File: src/rtl/mac_accumulator_pkg.sv
// Shared definitions for the multiply-accumulate stage.
package mac_accumulator_pkg;

    localparam int ACC_W_DEF = 24;
    localparam int COUNT_MAX = 255;

    // Group state at the input side: IDLE means the next accepted element opens a group.
    typedef enum logic {
        IDLE = 1'b0,
        OPEN = 1'b1
    } grp_state_t;

endpackage

File: src/rtl/barrel_multiplier.sv
// Combinational 8x8 multiplier, unsigned or two's-complement.
// Signed operands are reduced to magnitudes (8 bits is enough, -128 -> 0x80),
// multiplied by shift-and-add, and the sign reapplied, so -128*-128 = +16384.
module barrel_multiplier (
    input  logic [7:0]  a,
    input  logic [7:0]  b,
    input  logic        sgn,
    output logic [15:0] p
);

    logic        neg_a;
    logic        neg_b;
    logic [7:0]  mag_a;
    logic [7:0]  mag_b;
    logic [15:0] mag_p;

    // Magnitude multiply via shifted partial products, then restore sign.
    always_comb begin
        neg_a = sgn & a[7];
        neg_b = sgn & b[7];
        mag_a = neg_a ? (~a + 8'd1) : a;
        mag_b = neg_b ? (~b + 8'd1) : b;
        mag_p = '0;
        for (int i = 0; i < 8; i++) begin
            if (mag_b[i]) mag_p = mag_p + ({8'd0, mag_a} << i);
        end
        p = (neg_a ^ neg_b) ? (~mag_p + 16'd1) : mag_p;
    end

endmodule

File: src/rtl/mac_accumulator.sv
// Streaming multiply-accumulate: operand pairs in, one group sum out per 'last'.
// S1 registers the accepted pair; on the following edge its product is folded
// into the accumulator, and a last element loads the result register instead.
module mac_accumulator
    import mac_accumulator_pkg::*;
#(
    parameter int ACC_W    = ACC_W_DEF,
    parameter bit SATURATE = 1'b1
) (
    input  logic             clk,
    input  logic             rst_n,
    input  logic             in_valid,
    output logic             in_ready,
    input  logic [7:0]       in_a,
    input  logic [7:0]       in_b,
    input  logic             in_signed,
    input  logic             in_last,
    output logic             out_valid,
    input  logic             out_ready,
    output logic [ACC_W-1:0] out_acc,
    output logic             out_signed,
    output logic             out_ovf,
    output logic [7:0]       out_count
);

    localparam logic [ACC_W-1:0] S_MAX = {1'b0, {(ACC_W-1){1'b1}}};
    localparam logic [ACC_W-1:0] S_MIN = {1'b1, {(ACC_W-1){1'b0}}};
    localparam logic [ACC_W-1:0] U_MAX = '1;

    logic             s1_valid, s1_mode, s1_last;
    logic [7:0]       s1_a, s1_b;
    grp_state_t       state;
    logic             grp_mode;
    logic [ACC_W-1:0] acc;
    logic             sticky;
    logic [7:0]       count;

    logic             accept, res_free, s1_fire, mode_sel;
    logic [15:0]      prod;
    logic [ACC_W-1:0] prod_ext, acc_next;
    logic [ACC_W:0]   sum_w;
    logic             ovf_now;
    logic [7:0]       count_inc;

    assign in_ready = !(out_valid && !out_ready);
    assign accept   = in_valid && in_ready;
    assign res_free = !out_valid || out_ready;
    // A last element waits in S1 only if the result register is still owed downstream
    // (possible with back-to-back single-element groups); other elements always retire.
    assign s1_fire  = s1_valid && (!s1_last || res_free);
    assign mode_sel = (state == IDLE) ? in_signed : grp_mode;

    barrel_multiplier u_mul (
        .a   (s1_a),
        .b   (s1_b),
        .sgn (s1_mode),
        .p   (prod)
    );

    // Extend product, add with one guard bit, detect overflow and clamp or wrap.
    always_comb begin
        prod_ext       = {ACC_W{s1_mode & prod[15]}};
        prod_ext[15:0] = prod;
        sum_w   = {s1_mode & acc[ACC_W-1], acc} + {s1_mode & prod_ext[ACC_W-1], prod_ext};
        ovf_now = s1_mode ? (sum_w[ACC_W] ^ sum_w[ACC_W-1]) : sum_w[ACC_W];
        acc_next = sum_w[ACC_W-1:0];
        if (SATURATE && ovf_now) begin
            if (!s1_mode)          acc_next = U_MAX;
            else if (sum_w[ACC_W]) acc_next = S_MIN;
            else                   acc_next = S_MAX;
        end
        count_inc = (count == 8'(COUNT_MAX)) ? count : count + 8'd1;
    end

    // S1 operand register and input-side group FSM; the group closes when last is accepted
    // so a new group's first element can arrive on the very next cycle with its own mode.
    always_ff @(posedge clk or negedge rst_n) begin
        if (!rst_n) begin
            s1_valid <= 1'b0;
            s1_a     <= '0;
            s1_b     <= '0;
            s1_mode  <= 1'b0;
            s1_last  <= 1'b0;
            state    <= IDLE;
            grp_mode <= 1'b0;
        end else begin
            if (accept) begin
                s1_valid <= 1'b1;
                s1_a     <= in_a;
                s1_b     <= in_b;
                s1_mode  <= mode_sel;
                s1_last  <= in_last;
                grp_mode <= mode_sel;
                state    <= in_last ? IDLE : OPEN;
            end else if (s1_fire) begin
                s1_valid <= 1'b0;
            end
        end
    end

    // Running accumulator, sticky overflow and element count; cleared as a group closes.
    always_ff @(posedge clk or negedge rst_n) begin
        if (!rst_n) begin
            acc    <= '0;
            sticky <= 1'b0;
            count  <= '0;
        end else if (s1_fire) begin
            if (s1_last) begin
                acc    <= '0;
                sticky <= 1'b0;
                count  <= '0;
            end else begin
                acc    <= acc_next;
                sticky <= sticky | ovf_now;
                count  <= count_inc;
            end
        end
    end

    // Result register: loads on a retiring last, otherwise drains on out_ready.
    always_ff @(posedge clk or negedge rst_n) begin
        if (!rst_n) begin
            out_valid  <= 1'b0;
            out_acc    <= '0;
            out_signed <= 1'b0;
            out_ovf    <= 1'b0;
            out_count  <= '0;
        end else if (s1_fire && s1_last) begin
            out_valid  <= 1'b1;
            out_acc    <= acc_next;
            out_signed <= s1_mode;
            out_ovf    <= sticky | ovf_now;
            out_count  <= count_inc;
        end else if (out_ready) begin
            out_valid  <= 1'b0;
        end
    end

endmodule

File: config.mk
export PLATFORM = sky130hd
export DESIGN_NAME = mac_accumulator
export DESIGN_NICKNAME = d
export VERILOG_FILES = /design/src/rtl/mac_accumulator_pkg.sv /design/src/rtl/barrel_multiplier.sv /design/src/rtl/mac_accumulator.sv
export SDC_FILE = /design/constraint.sdc
export NUM_CORES = 1
export LEC_CHECK = 0
export CAP_MARGIN = 25
export CORE_UTILIZATION = 25
export DETAILED_ROUTE_END_ITERATION = 12
export PLACE_DENSITY_LB_ADDON = 0.1
export SYNTH_ARGS = -nofsm -noshare
export SYNTH_HDL_FRONTEND = slang
export SYNTH_SLANG_ARGS = --single-unit
File: constraint.sdc
create_clock -name clk -period 32.4 [get_ports clk]
set_input_delay 4.86 -clock clk [delete_from_list [all_inputs] [get_ports clk]]
set_output_delay 4.86 -clock clk [all_outputs]
set_load 0.005 [all_outputs]
==> flow_summary.yaml <==
sta:
  finClkSkew_ns: 0.00964
  setup_viol: 0
  fin_crit_sh_pct: 50.2
  maxSlewHeadroom_pct: 32.1
  max_freq_mhz: 61.5
  finalCriticalPeriod_ns: 16.26
  rsz0062_at_grt: "no"
  finalSetupTns_ns: 0
  finalHoldViolCount: 0
  worst_slew_pin_slew_ns: 1.01
  drv_slew: 0
flow_run:
  maxCapViolCount: 0
drt:
  vias: 8684
  drt-total-wl_um: 30400
  wl_per_cell_um: 18.1
  vias_per_cell: 5.18
  drt-pass1-iter-count: 4
  route.detailed.drc: 0
  drt_first_iter_violations: 475
  antenna_left: 0
floorplan:
  start_util_pct: 25.5
  coreArea_um2: 36800
  die_h_um: 196
  rows: 70
  design.die.area_um2: 38300
  io_pins: 58
  die_x_um: 196
yosys:
  yosysTopAreaCellShare_pct: 23.5
  ys_types: 89
  yosys.area_share.simple_pct: 21.0
  synth_edf_count: 0
  syn_nets: 1280
  synth_area_leaders: "dfrtp_1, ha_1, nand2_1"
  yosys_warnings: 0
  synthCells: 1169
  synth_top_family_by_area: "compound AO/OA/AOI/OAI gates"
  synth-compound-area-share_pct: 27.8
  synth-main-ff-cell: "dfrtp_1"
  synth-adder-area-share_pct: 12.5
  syn_area_um2: 9370
  syn_avg_cell_area_um2: 8.02
  yosysTopAreaCell: "dfrtp_1"
  ys_async_sr_fraction_pct: 100
  synth_xor_area_share_pct: 7.29
  synth-seq-area-share_pct: 23.5
  ys_ff_latch: 88
  synth_mux_area_share_pct: 4.08
hold_path:
  min_path_cells: 2
  holdPathEnd: "out_acc[15]"
  hold_path.class: "flop to flop"
  min_from: "out_acc[15]"
cells_and_area:
  area_growth_pct: 14.8
  fin_nets: 1315
  antennaDiodeCount: 0
  drive_gt1_share_pct: 6.95
  mostFrequentLayoutCells: "nand2_1, nor2_1, dfrtp_1, o21ai_0, ha_1"
  final_common_cell: "nand2_1"
cts:
  cts_resized: 0
  cts_tree: "built"
  cts_root_buffer: "clkbuf_16"
  ctsHoldBuffers: 0
  numCtsBuffers: 9
  cts_setup_buffers: 0
  clock_latency_ns: 0.36
  clk_path_buf_depth: 2
  clock-sinks: 88
  path_clk_slew_ns: 0.07
  h-tree-depth: 3
critical_path:
  path_class: "flop to flop"
  cp_slowest_cell: "dfrtp_1"
  r2r_start: "s1_a[0]"
  r2r-end: "out_acc[17]"
  crit_buf_inv: 3
  crit_family: "compound AO/OA/AOI/OAI gates"
  crit_path_max_incr_delay_ns: 0.71
  end_kind: "flop"
  cp_data_arrival_time_ns: 16.47
  path_common_cell: "ha_1"
  cp_data_required_time_ns: 32.60
  rr_worst_depth: 62
  ff2ff_setup_slack_ns: 16.14
  crit_path_start_kind: "flop"
  cp_max_fo: 15
place:
  gp_congestion: 0.854
  portBuffers: 57
  hpwl_um: 23100
global_routing:
  grt_max_degree: 57
  gr-total-overflow: 0
  antenna_found_initial: 0
  grt_pass1_wl_um: 49300
  grt_pass1_vias: 8640
  grtUsageTotal_pct: 16.4
outcome:
  status: "finished, final reports clean"
[worst max-delay path by stage]
stage,from,end,depth (start not counted)
2_1_floorplan,grp_mode,acc[14],61
3_3_place_gp,s1_a[0],acc[14],62
3_5_place_dp,s1_a[0],out_acc[17],62
4_1_cts,s1_a[0],out_acc[17],62
5_1_grt,s1_a[0],acc[21],62
6_report,s1_a[0],out_acc[17],62
[synth_stat cells, types with 6 or more instances]
| cell type | count |
|---|---|
| a211oi_1 | 28 |
| nor3_1 | 37 |
| mux2i_1 | 9 |
| xnor2_1 | 49 |
| or3_1 | 10 |
| buf_2 | 9 |
| nand2_1 | 136 |
| a32o_1 | 8 |
| and3_1 | 7 |
| a21o_1 | 31 |
| nor2_1 | 109 |
| o211ai_1 | 7 |
| fa_1 | 8 |
| nand3b_1 | 6 |
| nand3_1 | 25 |
| and2_1 | 12 |
| a31oi_1 | 15 |
| ha_1 | 81 |
| o31ai_1 | 14 |
| or2_2 | 6 |
| o21a_1 | 20 |
| nor3b_1 | 7 |
| a22o_1 | 11 |
| dfrtp_1 | 88 |
| nand2b_1 | 11 |
| clkbuf_1 | 36 |
| o21ai_0 | 86 |
| o22ai_1 | 7 |
| inv_1 | 35 |
| nor4_1 | 7 |
| xor2_1 | 29 |
| nor2b_1 | 13 |
| mux2_2 | 24 |
| a21oi_1 | 80 |
| o21bai_1 | 7 |
[worst reg2reg max path, delay by kind of cell, from the launching register on]
kind,cells,cell delay [ns]
buffers and inverters,3,0.52
muxes,1,0.35
AOI/OAI and AO/OA,24,6.69
DFF,1,0.71
and+or+nand+nor,20,4.20
adders and majority gates,9,2.55
xor gates and xnor gates,5,1.09
[kinds of logic (layout without fill, tap and decap cells)]
kind of cell	Yosys count	in the layout
AO/OA/AOI/OAI	382	382
XOR/XNOR	78	78
adder cells (fa/ha/maj)	89	89
buffers and inverters	88	128
flip-flops	88	88
multiplexers	34	34
AND/OR/NAND/NOR	410	410
[per-layer routing]
metal	wire length (µm)	vias to the layer above	global-route usage, %
met1	15100	4134	22.6
met5	0	-	0
met3	736	27	1.47
li1	-	4398	-
met2	14000	125	27.0
met4	547	0	4.72
[sequential cells by signal, summed over array words and instances, names as in the netlist, 8 cells and up]
name / flops
s1_b: 8
count: 8
acc: 24
out_count: 8
out_acc: 24
s1_a: 8
[through the flow]
stage | hold WS, ns | worst slack (ns) | util, % | area (µm²) | std cells
after global placement | 0.465 | 16.37 | 28.3 | 10400 | 1658
after detailed placement | 0.473 | 16.14 | 28.4 | 10400 | 1660
after global routing | 0.513 | 14.42 | 29.3 | 10800 | 1677
after CTS | 0.486 | 16.00 | 29.2 | 10700 | 1676
final | 0.481 | 16.14 | 29.3 | 10800 | 1677
after floorplan | 0.451 | 17.78 | - | 9370 | 1169
[layout make-up]
cell class | instances | area (µm²)
fillers | 4001 | 26000
multi-input cells | 993 | 6810
flip-flops and latches | 88 | 2200
repair buffers | 76 | 712
well taps | 468 | 586
clock buffers | 10 | 239
inverters | 36 | 135
clock inverters | 6 | 72.6
Power is not shown: default switching activity piles up to over one toggle a cycle in this logic, so the estimate is an artifact.
